### src/rtl/truth_table_sweeper.sv
// truth_table_sweeper
//
// Sweeps all 16 input vectors of a 4-input combinational circuit under test,
// lets each vector settle, samples the circuit response several times, and
// builds a majority-voted truth table. The table is compared against a
// compile-time expected value, and vectors whose readings disagreed are flagged.
//
// Parameters
//   SETTLE_CYCLES  cycles each vector is held before sampling (1..255)
//   SAMPLES        consecutive samples per vector, odd (1..15)
//   EXPECTED       reference truth table; bit i is the response to vector i
//
// Ports
//   i_clk            sole clock, rising edge
//   i_rst            synchronous active-high reset
//   i_start          request a full sweep (accepted only when idle)
//   i_abort          cancel a sweep in progress (also blocks a start when idle)
//   o_dut_in2/1/4/3  registered stimulus; vector i = {in2, in1, in4, in3}
//   i_dut_out        response of the circuit under test, synchronous to i_clk
//   o_busy           high while settling or sampling
//   o_done           one-cycle completion pulse
//   o_table_out      captured truth table
//   o_match          o_table_out == EXPECTED, valid from the done cycle onward
//   o_unstable_mask  bit i set when the readings for vector i disagreed
module truth_table_sweeper #(
  parameter int unsigned SETTLE_CYCLES = 4,
  parameter int unsigned SAMPLES       = 3,
  parameter logic [15:0] EXPECTED      = 16'h2C26
) (
  input  logic        i_clk,
  input  logic        i_rst,
  input  logic        i_start,
  input  logic        i_abort,
  output logic        o_dut_in2,
  output logic        o_dut_in1,
  output logic        o_dut_in4,
  output logic        o_dut_in3,
  input  logic        i_dut_out,
  output logic        o_busy,
  output logic        o_done,
  output logic [15:0] o_table_out,
  output logic        o_match,
  output logic [15:0] o_unstable_mask
);

  // Phase counter is 8 bits wide so a settle phase of 255 cycles never wraps;
  // the sample phase reuses it (15 samples max).
  localparam logic [7:0] SETTLE_LAST = 8'(SETTLE_CYCLES - 1);
  localparam logic [7:0] SAMPLE_LAST = 8'(SAMPLES - 1);
  // Ones-count is 4 bits: at most 15 readings per vector.
  localparam logic [3:0] SAMPLES_W   = 4'(SAMPLES);
  localparam logic [3:0] MAJ_THRESH  = 4'(SAMPLES / 2);

  typedef enum logic [1:0] {
    StIdle,
    StSettle,
    StSample,
    StDone
  } state_e;

  state_e      r_state;
  logic [3:0]  r_idx;       // current vector index
  logic [3:0]  r_stim;      // registered stimulus, forced to 0 outside a sweep
  logic [7:0]  r_cnt;       // cycles spent in the current phase
  logic [3:0]  r_ones;      // ones seen so far in the current sample phase
  logic        r_busy;
  logic        r_done;
  logic        r_match;
  logic [15:0] r_table;
  logic [15:0] r_unstable;

  logic [3:0]  w_ones_total;
  logic        w_majority;
  logic        w_unstable;
  logic [15:0] w_table_upd;
  logic [15:0] w_unstable_upd;
  logic [3:0]  w_idx_next;

  // Include the reading taken on the current edge, so the final sample of a
  // phase contributes to the vote without an extra cycle.
  assign w_ones_total = r_ones + {3'b000, i_dut_out};
  assign w_majority   = (w_ones_total > MAJ_THRESH);
  assign w_unstable   = (w_ones_total != 4'd0) && (w_ones_total != SAMPLES_W);
  assign w_idx_next   = r_idx + 4'd1;

  // Table contents as they will be after the current vector is committed;
  // also feeds the match compare on the edge that enters StDone.
  always_comb begin
    w_table_upd           = r_table;
    w_unstable_upd        = r_unstable;
    w_table_upd[r_idx]    = w_majority;
    w_unstable_upd[r_idx] = w_unstable;
  end

  always_ff @(posedge i_clk) begin
    if (i_rst) begin
      r_state    <= StIdle;
      r_idx      <= 4'd0;
      r_stim     <= 4'd0;
      r_cnt      <= 8'd0;
      r_ones     <= 4'd0;
      r_busy     <= 1'b0;
      r_done     <= 1'b0;
      r_match    <= 1'b0;
      r_table    <= 16'd0;
      r_unstable <= 16'd0;
    end else begin
      r_done <= 1'b0;
      unique case (r_state)
        StIdle: begin
          // Abort held high while idle suppresses a simultaneous start.
          if (i_start && !i_abort) begin
            r_table    <= 16'd0;
            r_unstable <= 16'd0;
            r_match    <= 1'b0;
            r_idx      <= 4'd0;
            r_stim     <= 4'd0;
            r_cnt      <= 8'd0;
            r_ones     <= 4'd0;
            r_busy     <= 1'b1;
            r_state    <= StSettle;
          end
        end

        StSettle: begin
          if (i_abort) begin
            r_state <= StIdle;
            r_busy  <= 1'b0;
            r_stim  <= 4'd0;
            r_match <= 1'b0;
            r_cnt   <= 8'd0;
            r_ones  <= 4'd0;
          end else if (r_cnt == SETTLE_LAST) begin
            r_cnt   <= 8'd0;
            r_ones  <= 4'd0;
            r_state <= StSample;
          end else begin
            r_cnt <= r_cnt + 8'd1;
          end
        end

        StSample: begin
          if (i_abort) begin
            // Partial table bits already committed are kept.
            r_state <= StIdle;
            r_busy  <= 1'b0;
            r_stim  <= 4'd0;
            r_match <= 1'b0;
            r_cnt   <= 8'd0;
            r_ones  <= 4'd0;
          end else if (r_cnt == SAMPLE_LAST) begin
            r_table    <= w_table_upd;
            r_unstable <= w_unstable_upd;
            r_cnt      <= 8'd0;
            r_ones     <= 4'd0;
            if (r_idx == 4'd15) begin
              r_state <= StDone;
              r_busy  <= 1'b0;
              r_done  <= 1'b1;
              r_stim  <= 4'd0;
              r_match <= (w_table_upd == EXPECTED);
            end else begin
              // Next vector drives on this same edge so each vector costs
              // exactly SETTLE_CYCLES + SAMPLES cycles.
              r_idx   <= w_idx_next;
              r_stim  <= w_idx_next;
              r_state <= StSettle;
            end
          end else begin
            r_ones <= w_ones_total;
            r_cnt  <= r_cnt + 8'd1;
          end
        end

        StDone: begin
          r_state <= StIdle;
        end

        default: begin
          r_state <= StIdle;
          r_busy  <= 1'b0;
          r_stim  <= 4'd0;
        end
      endcase
    end
  end

  assign o_dut_in2       = r_stim[3];
  assign o_dut_in1       = r_stim[2];
  assign o_dut_in4       = r_stim[1];
  assign o_dut_in3       = r_stim[0];
  assign o_busy          = r_busy;
  assign o_done          = r_done;
  assign o_table_out     = r_table;
  assign o_match         = r_match;
  assign o_unstable_mask = r_unstable;

endmodule
### config.mk
export PLATFORM = sky130hd
export DESIGN_NAME = truth_table_sweeper
export DESIGN_NICKNAME = d
export VERILOG_FILES = /design/src/rtl/truth_table_sweeper.sv
export SDC_FILE = /design/constraint.sdc
export NUM_CORES = 1
export LEC_CHECK = 0
export CAP_MARGIN = 10
export CORE_MARGIN = 2
export CORE_UTILIZATION = 40
export CTS_BUF_LIST = sky130_fd_sc_hd__clkbuf_4
export CTS_CLUSTER_DIAMETER = 50
export DETAILED_ROUTE_END_ITERATION = 10
export PLACE_DENSITY = 0.63
export SLEW_MARGIN = 30
export SYNTH_ARGS = -nofsm -noshare
export SYNTH_HDL_FRONTEND = slang
export SYNTH_SLANG_ARGS = --single-unit
### constraint.sdc
create_clock -name i_clk -period 2.9 [get_ports i_clk]
set_input_delay 0.58 -clock i_clk [delete_from_list [all_inputs] [get_ports i_clk]]
set_output_delay 0.58 -clock i_clk [all_outputs]
set_load 0.05 [all_outputs]
Word level (Yosys, flattened, before mapping)
Index checks and enable logic that the tools add are counted.
{"block": "word_totals", "register_bits": 57, "in_bits": 5, "output_inout_bits": 39, "elab_cells": 101}
{"block": "classes", "add_sub_neg": 3, "magnitude_cmp": 3, "eq_ne": 16, "mux": 51, "bitwise_logic": 2, "reduce_logical": 16}
{"operator": "16-bit two-way mux", "count": 5}
{"operator": "16-bit case mux with 2 select lines", "count": 2}
{"operator": "4-bit two-way mux", "count": 12}
{"operator": "8-bit two-way mux", "count": 5}
{"operator": "16-bit bitwise mux", "count": 2}
{"operator": "4-bit case mux with 3 select lines", "count": 2}
{"operator": "8-bit case mux with 3 select lines", "count": 1}
{"operator": "16-bit by 14-bit == test with 1-bit output, second input constant", "count": 1}
{"operator": "8-bit by 2-bit == test with 1-bit output, second input constant", "count": 2}
{"operator": "2-bit two-way mux", "count": 6}
{"operator": "1-bit two-way mux", "count": 11}
{"operator": "2-bit != test, second input constant", "count": 5}
{"operator": "5-bit AND reduction", "count": 2}
{"operator": "3-bit != test, second input constant", "count": 3}
{"operator": "8-bit by 1-bit adder with 8-bit output, second input constant", "count": 1}
{"operator": "2-bit case mux with 4 select lines", "count": 1}
{"operator": "4-bit case mux with 2 select lines", "count": 1}
{"operator": "4-bit AND reduction", "count": 2}
{"operator": "1-bit case mux with 3 select lines", "count": 2}
{"operator": "3-bit AND reduction", "count": 2}
{"operator": "4-bit by 5-bit < comparator with 1-bit output, second input constant", "count": 1}
{"operator": "4-bit by 1-bit adder with 4-bit output", "count": 1}
{"operator": "4-bit by 1-bit adder with 4-bit output, second input constant", "count": 1}
{"operator": "1-bit demux with 4-bit select", "count": 1}
{"operator": "15 further kinds", "count": 19}

Longest topological paths before layout
{"block": "logic_depth", "word_depth": 10, "ltp_mapped": 10, "ltp_nobuf": 8}

Worst setup path after synthesis
No wires, ideal clock.
{"block": "synth_timing", "kind": "input-to-reg", "from": "input i_dut_out", "to": "register r_match, in the netlist o_match", "setup_ps": 87, "arrival_ps": 2312, "required_ps": 2813, "setup_slack_ps": 501, "stages": 8, "path_buffers": 1, "cell_sequence": "ha_1 -> ha_1 -> or2_2 -> o22a_1 -> buf_2 -> or2_1 -> a22o_1 -> o31ai_1"}
{"block": "synth_between", "elab_chain_cells": 8}
{"element": "start: declaration", "line_no": "38", "source": "input logic i_dut_out,"}
{"element": "4-bit by 1-bit adder with 4-bit output", "line_no": "81", "source": "assign w_ones_total = r_ones + {3'b000, i_dut_out};"}
{"element": "4-bit by 1-bit greater-than comparator with 1-bit output", "line_no": "82", "source": "assign w_majority = (w_ones_total > MAJ_THRESH);"}
{"element": "16-bit bitwise mux", "line_no": "91", "source": "w_table_upd[r_idx] = w_majority;"}
{"element": "16-bit by 14-bit == test with 1-bit output", "line_no": "161", "source": "r_match <= (w_table_upd == EXPECTED);"}
{"element": "1-bit two-way mux", "line_no": "156", "source": "if (r_idx == 4'd15) begin"}
{"element": "1-bit two-way mux", "line_no": "151", "source": "end else if (r_cnt == SAMPLE_LAST) begin"}
{"element": "1-bit two-way mux", "line_no": "143", "source": "if (i_abort) begin"}
{"element": "1-bit case mux with 3 select lines", "line_no": "109", "source": "unique case (r_state)"}
{"element": "end signal: assignment", "line_no": "161"}
{"element": "end: declaration", "line_no": "68", "source": "logic r_match;"}
No other way between the ends. The select of a mux whose other input is x is not followed.
A chain may end at the register's enable or synchronous reset.

Worst setup path after layout
{"block": "layout_timing", "from": "input i_dut_out", "to": "register r_table[1], in the netlist o_table_out[1]"}
{"block": "layout_between", "elab_chain_cells": 6}
{"element": "4-bit by 1-bit adder with 4-bit output", "line_no": "81"}
{"element": "4-bit by 1-bit greater-than comparator with 1-bit output", "line_no": "82"}
{"element": "16-bit bitwise mux", "line_no": "91"}
{"element": "16-bit two-way mux", "line_no": "151"}
{"element": "16-bit two-way mux", "line_no": "143"}
{"element": "16-bit case mux with 2 select lines", "line_no": "109"}
{"element": "end signal: assignment", "line_no": "152", "source": "r_table <= w_table_upd;"}
{"element": "end: declaration", "line_no": "69", "source": "logic [15:0] r_table;"}
No other way between the ends. The select of a mux whose other input is x is not followed.

==> metrics <==
TritonCTS Buffers=9; layout cell share with drive strength beyond 1=9.977%; global route hottest layer=met2; Mapped Area=3107 um^2; Multi-input gate area=1774 um^2; Fin. Hold Viols=0; hold crit path type=flip-flop to flip-flop; postcts setup bufs=0; Mapped Cells=390; Setup crit start kind=input port; GR Overflow Total=0; number of port buffers=43; Worst Tran Pin Value=0.6827 ns; IO Pins=44; EDFF count, synth=0; vias in the first global route=2687; Slew Limit Fails=0; GR Util met2=31.56%; drc violations=0; Lkg Pwr=1.337 nW; status=complete, no violations; reg-to-reg setup timing slack=0.57 ns; via count=2936; sequential area share after synthesis=36.73%; CP Capture Type=flip-flop; Cell Pwr Density=472.7 nW/um^2; GRT Total Usage=19.95%; Routed Antenna Nets=0; Distinct cells, synth=62; max-slew headroom at the worst pin=54.49%; final setup vio count=0; Design Power=1.803 mW; Initial Util=40.84%; TNS Setup=0 ns; Worst path slowest cell=clkdlybuf4s50_1; area share of the largest cell type after synthesis=36.73%; skew final=0.02306 ns; clk sinks=57; Tcrit/Tclk final=84.34%; Finished Layout Cells=533; DR pass1 iterations=4; Area growth syn-to-layout=22.80%; most common cell in the netlist=dfxtp_1; Die Wd=92.13 um; final hold slack=0.4646 ns; clk root buf=clkbuf_4; Synth top cells by count=dfxtp_1, a21oi_1, nor2_1, nand2_1, nand3_1; worst hold stages=2; number of hold buffers added after CTS=0; first-pass GRT wire length=13460 um; grt met3 use=5.094%; MaxCap Viol Count=0; H-Tree Level Count=3; max incr delay on CP=0.41 ns; Critical path origin=i_dut_out; Tmin final=2.446 ns; RSZ-0062 raised after global routing=no; DP HPWL=5482 um; setup slack after layout=0.4541 ns; # diodes=0; met1 track demand over resource=26.46%; largest net degree at the start of global routing=37; Fmax=408.9 MHz; crit path max fanout=12; Die Span Y=92.13 um; Worst-Skew Late Latency=0.42 ns; Hold Path End=r_stim[1]; synth warn=0; Rows=32; ys async rst share=0%; core area=7607 um^2; Syn Area/Cell=7.966 um^2; crit path DAT=2.78 ns; GPL Wtd Cong=0.8601; Avg WL per Cell=15.11 um; largest cells by area after synthesis=dfxtp_1, a21oi_1, ha_1; 1st-iter DRT viols=254; Clock Path Buffers=2; Worst R2R Start=r_state[0]; register bit total from synthesis=57; worst r2r dst=o_table_out[14]; Hold Path Origin=r_stim[1]; design area=3815 um^2; Crit path required time=3.24 ns; register area=1141 um^2; Worst-path clk slew=0.11 ns; routed vias/inst=5.508; setup slack at placement=0.004952 ns; Final Net Count=444; placed cell count=518; Synth Flop Type=dfxtp_1; syn_nets=407; cell accounting for the most synthesized area=dfxtp_1; # resized after CTS=0; crit-path cells=clkdlybuf4s50_1 > ha_1 > ha_1 > a21boi_0 > a21oi_1 > o22a_1 > and3_4 > nand3_1 > a21oi_1; R2R depth=9; CTS tree=built; initial antenna violation count=0; worst vdd ir=0.1954 mV; filler instances=753; DP Area=3664 um^2; Crit Path Class=input port to flip-flop; Die ar.=8488 um^2; final WL=8054 um; final core utilization=50.15%
## cells in the final DEF, fill, tap and decap left out, types with 3 or more instances in the layout
cell,n
o21ai_0,20
buf_4,14
nor3_1,19
nand3_1,26
a32oi_1,5
nand3b_1,3
clkbuf_4,9
clkdlybuf4s50_1,43
mux2i_1,8
a31oi_1,8
dfxtp_1,57
nor2_1,40
a22oi_1,4
nand4_1,4
nor2b_1,4
ha_1,12
xnor2_1,4
inv_1,12
xor2_1,5
and3_1,5
nand2b_1,3
nand2_1,26
a21oi_1,40
## critical path, delay by kind of cell
kind / cells / cell delay [ns]
buffers and inverters: 1 / 0.41
AND/OR/NAND/NOR: 2 / 0.44
AO/OA/AOI/OAI: 4 / 0.87
adder cells (fa/ha/maj): 2 / 0.47
## kinds of logic (layout without fill, tap and decap cells)
logic type,after synthesis,count (layout),share of synthesized area [%]
adder cells (fa/ha/maj),12,12,4.833
AO/OA/AOI/OAI,105,105,21.43
XOR/XNOR,9,9,2.537
AND/OR/NAND/NOR,154,154,25.73
multiplexers,8,8,2.578
flip-flops,57,57,36.73
buffers and inverters,45,86,6.162
## how the worst max path moves through the flow
stage | to
global route | o_match
finish | o_table_out[1]
global placement | o_match
detailed placement | o_match
floorplan | o_match
CTS | o_match
## report_power, final
group          switching, mW  total (mW)  internal [mW]  leakage, nW
clock                  0.318       0.658          0.340       0.0771
combinational          0.217       0.339          0.122        0.801
sequential            0.0109       0.806          0.795        0.460
## registers in the layout, indices dropped and copies added, names as in the netlist
name / count
o_match: 1
r_idx: 4
o_done: 1
o_busy: 1
r_stim: 4
o_unstable_mask: 16
r_cnt: 8
r_state: 2
o_table_out: 16
r_ones: 4
## routing by layer
layer | routed length, um | share of wire [%]
met1 | 3775 | 47
met2 | 3701 | 46
met3 | 475 | 5.9
met4 | 101 | 1.3
met5 | 0 | 0
## final cells by class
type / count / share of cell area (%)
clock buffer: 9 / 1.771
clock inverter: 6 / 2.197
inverter: 12 / 1.181
multi-input combinational: 288 / 46.51
sequential: 57 / 29.91
tap: 102 / 3.345
timing repair buffer: 59 / 15.09
Note: power is estimated with default switching activity, not from simulation.
==> edit: new RTL, same settings <==
Put a register stage on the outputs `o_dut_in2`, `o_dut_in1`, `o_dut_in4` and `o_dut_in3`, without a reset. The values now appear one clock later. The other outputs are not delayed to match. Comments in the files are not updated.
--- a/src/rtl/truth_table_sweeper.sv
+++ b/src/rtl/truth_table_sweeper.sv
@@ -185,10 +185,12 @@
     end
   end
 
-  assign o_dut_in2       = r_stim[3];
-  assign o_dut_in1       = r_stim[2];
-  assign o_dut_in4       = r_stim[1];
-  assign o_dut_in3       = r_stim[0];
+  always_ff @(posedge i_clk) begin
+    o_dut_in2 <= r_stim[3];
+    o_dut_in1 <= r_stim[2];
+    o_dut_in4 <= r_stim[1];
+    o_dut_in3 <= r_stim[0];
+  end
   assign o_busy          = r_busy;
   assign o_done          = r_done;
   assign o_table_out     = r_table;
Check against the original RTL: not equivalent (Yosys sat finds a counterexample within 10 cycles, from zero or initial values and one cycle with i_rst high).
==> edit against the original RTL <==
  * Sequential cell count grew 4
  * Worst setup slack worse by 32 ps
  * Critical endpoint is now o_table_out[14]$_SDFFE_PP0P_
  * Combinational power fell by 11%
  * Total power is 1.2% higher
  * Via count rose by 2.3%
  * Critical path depth unchanged
  * Cell area up 1.6%
  * Final cell count rose by 0.94%
  * Routed wire length increased by 2.7%
  * Synthesized area up 2.6%
==> edit: results (changes against the original RTL) <==
- Least-Margin Pin Slew: 686 ps (+3.15 ps)
- Top cells by area, synth: dfxtp_1 (38%), a21oi_1 (6.3%), ha_1 (4.7%), nor2_1 (4.7%), nand3_1 (4.1%)
- Critical path's slowest cell: clkdlybuf4s50_1
- Final nets: 448 (+0.90%)
- Syn Inst Count: 394 (+1.0%)
- Placement Cell Area: 0.00372 mm² (+1.6%)
- Routed vias: 3003 (+2.3%)
- Cts bufs inserted: 9 (unchanged)
- First-pass GRT wire length: 14.1 mm (+4.6%)
- Reg clk slew, reported paths: 100 ps
- Synth cell types: 62 (unchanged)
- Number of global-route vias before repair: 2838 (+5.6%)
- Synth warn: 0 (unchanged)
- Status: finished, final reports clean
- Clk_skew: 10.1 ps (-13.0 ps)
- Gr usage total: 20.3% (+0.35 points)
- Postcts setup bufs: 0 (unchanged)
- Drt first pass iters: 5 (+1)
- PortBufs: 43 (unchanged)
- Routed Antenna Nets: 0 (unchanged)
- First-iteration detailed-routing DRC count: 139 (-45%)
- Routed wire length: 8.27 mm (+2.7%)
- Dpl hpwl: 5.71 mm (+4.1%)
- Residual DRC count: 0 (unchanged)
- Antenna cells: 0 (unchanged)
- Seq/Total Area, Yosys: 38.3% (+1.6 points)
- Post-CTS sizing: 0 (unchanged)
- Arr. time, crit path: 2770 ps (about the same)
- Synth top cells by count: dfxtp_1 (61), a21oi_1 (40), nor2_1 (40)
- Worst skew pair latency: between 400 and 500 ps
- Post-synthesis net count: 411 (+0.98%)
- Non-Filler Instances: 538 (+0.94%)
- RePlAce Congestion: 0.853 (-0.88%)
- Layout cells sized above 1: 10.3% (+0.34 points)
- LEAKAGE: 1.37 nW (+2.6%)
- Filler Cell Count: 751 (-0.27%)
- Peak VDD IR: 0.279 mV (+43%)
- Root buffer cell: clkbuf_4
- Dpl cells: 522 (+0.77%)
- H-tree depth reported by CTS: 3 (unchanged)
- Worst-path maximum fanout: 10 (-2)
- Bufs on Longest Clock Path: 2 (unchanged)
- Post-synth ARST share: 0% (unchanged)
## edit: kinds of logic (layout without fill, tap and decap cells)
group	Yosys count	count (layout)	share of synthesized area (%)
AND/OR/NAND/NOR	154	154	25.1
AO/OA/AOI/OAI	105	105	20.9
XOR/XNOR	9	9	2.47
flip-flops	61	61	38.3
buffers and inverters	45	87	6.01
adder cells (fa/ha/maj)	12	12	4.71
multiplexers	8	8	2.51
## edit: metal layers
layer  up-vias  track usage (%)  wire [µm]
li1       1484                -          -
met3        10             5.64        536
met2        88             32.4       3960
met4         0             6.86         90
met1      1421             26.4       3680
met5         -                0          0
## edit: worst max-delay path, delay by kind of cell
family	cells	cell delay, ps
AOI/OAI and AO/OA	2	520
and+or+nand+nor	3	550
buffers and inverters	2	600
adders and majority gates	2	520
## edit: worst paths after layout
kind	slack, ps	cells past startpoint	from	endpoint
setup reg to reg	560	9	r_state[0]$_SDFFE_PP0P_	r_cnt[1]$_SDFFE_PP0P_
setup / recovery	420	9	i_dut_out	o_table_out[14]$_SDFFE_PP0P_
hold / removal	360	0	r_stim[1]$_SDFFE_PP0P_	o_dut_in4$_DFF_P_
hold reg to reg	360	0	r_stim[1]$_SDFFE_PP0P_	o_dut_in4$_DFF_P_
## edit: area by class of cell
| type | count | share of cell area [%] |
|---|---|---|
| timing repair buffer | 59 | 14.2 |
| sequential | 61 | 31.5 |
| clock buffer | 10 | 1.94 |
| multi-input combinational | 288 | 45.9 |
| tap | 102 | 3.29 |
| inverter | 12 | 1.16 |
| clock inverter | 6 | 2.00 |
## edit: power breakdown
part | total [W] | internal (W) | leakage [nW] | switching, W
combinational | 0.000301 | 0.0000907 | 0.795 | 0.000210
sequential | 0.000860 | 0.000850 | 0.492 | 0.0000100
clock | 0.000663 | 0.000351 | 0.0852 | 0.000312
total | 0.00182 | 0.00129 | 1.37 | 0.000532
## edit: through the flow
stage	hold slack, ps	power (W)	util (%)	setup WS, ps
6_report	358	0.00182	50.1	422
2_1_floorplan	331	0.00110	-	501
5_1_grt	367	0.00192	50.1	286
4_1_cts	362	0.00185	50.1	466
3_3_place_gp	338	0.00117	48.1	59.2
3_5_place_dp	344	0.00118	48.2	7.39
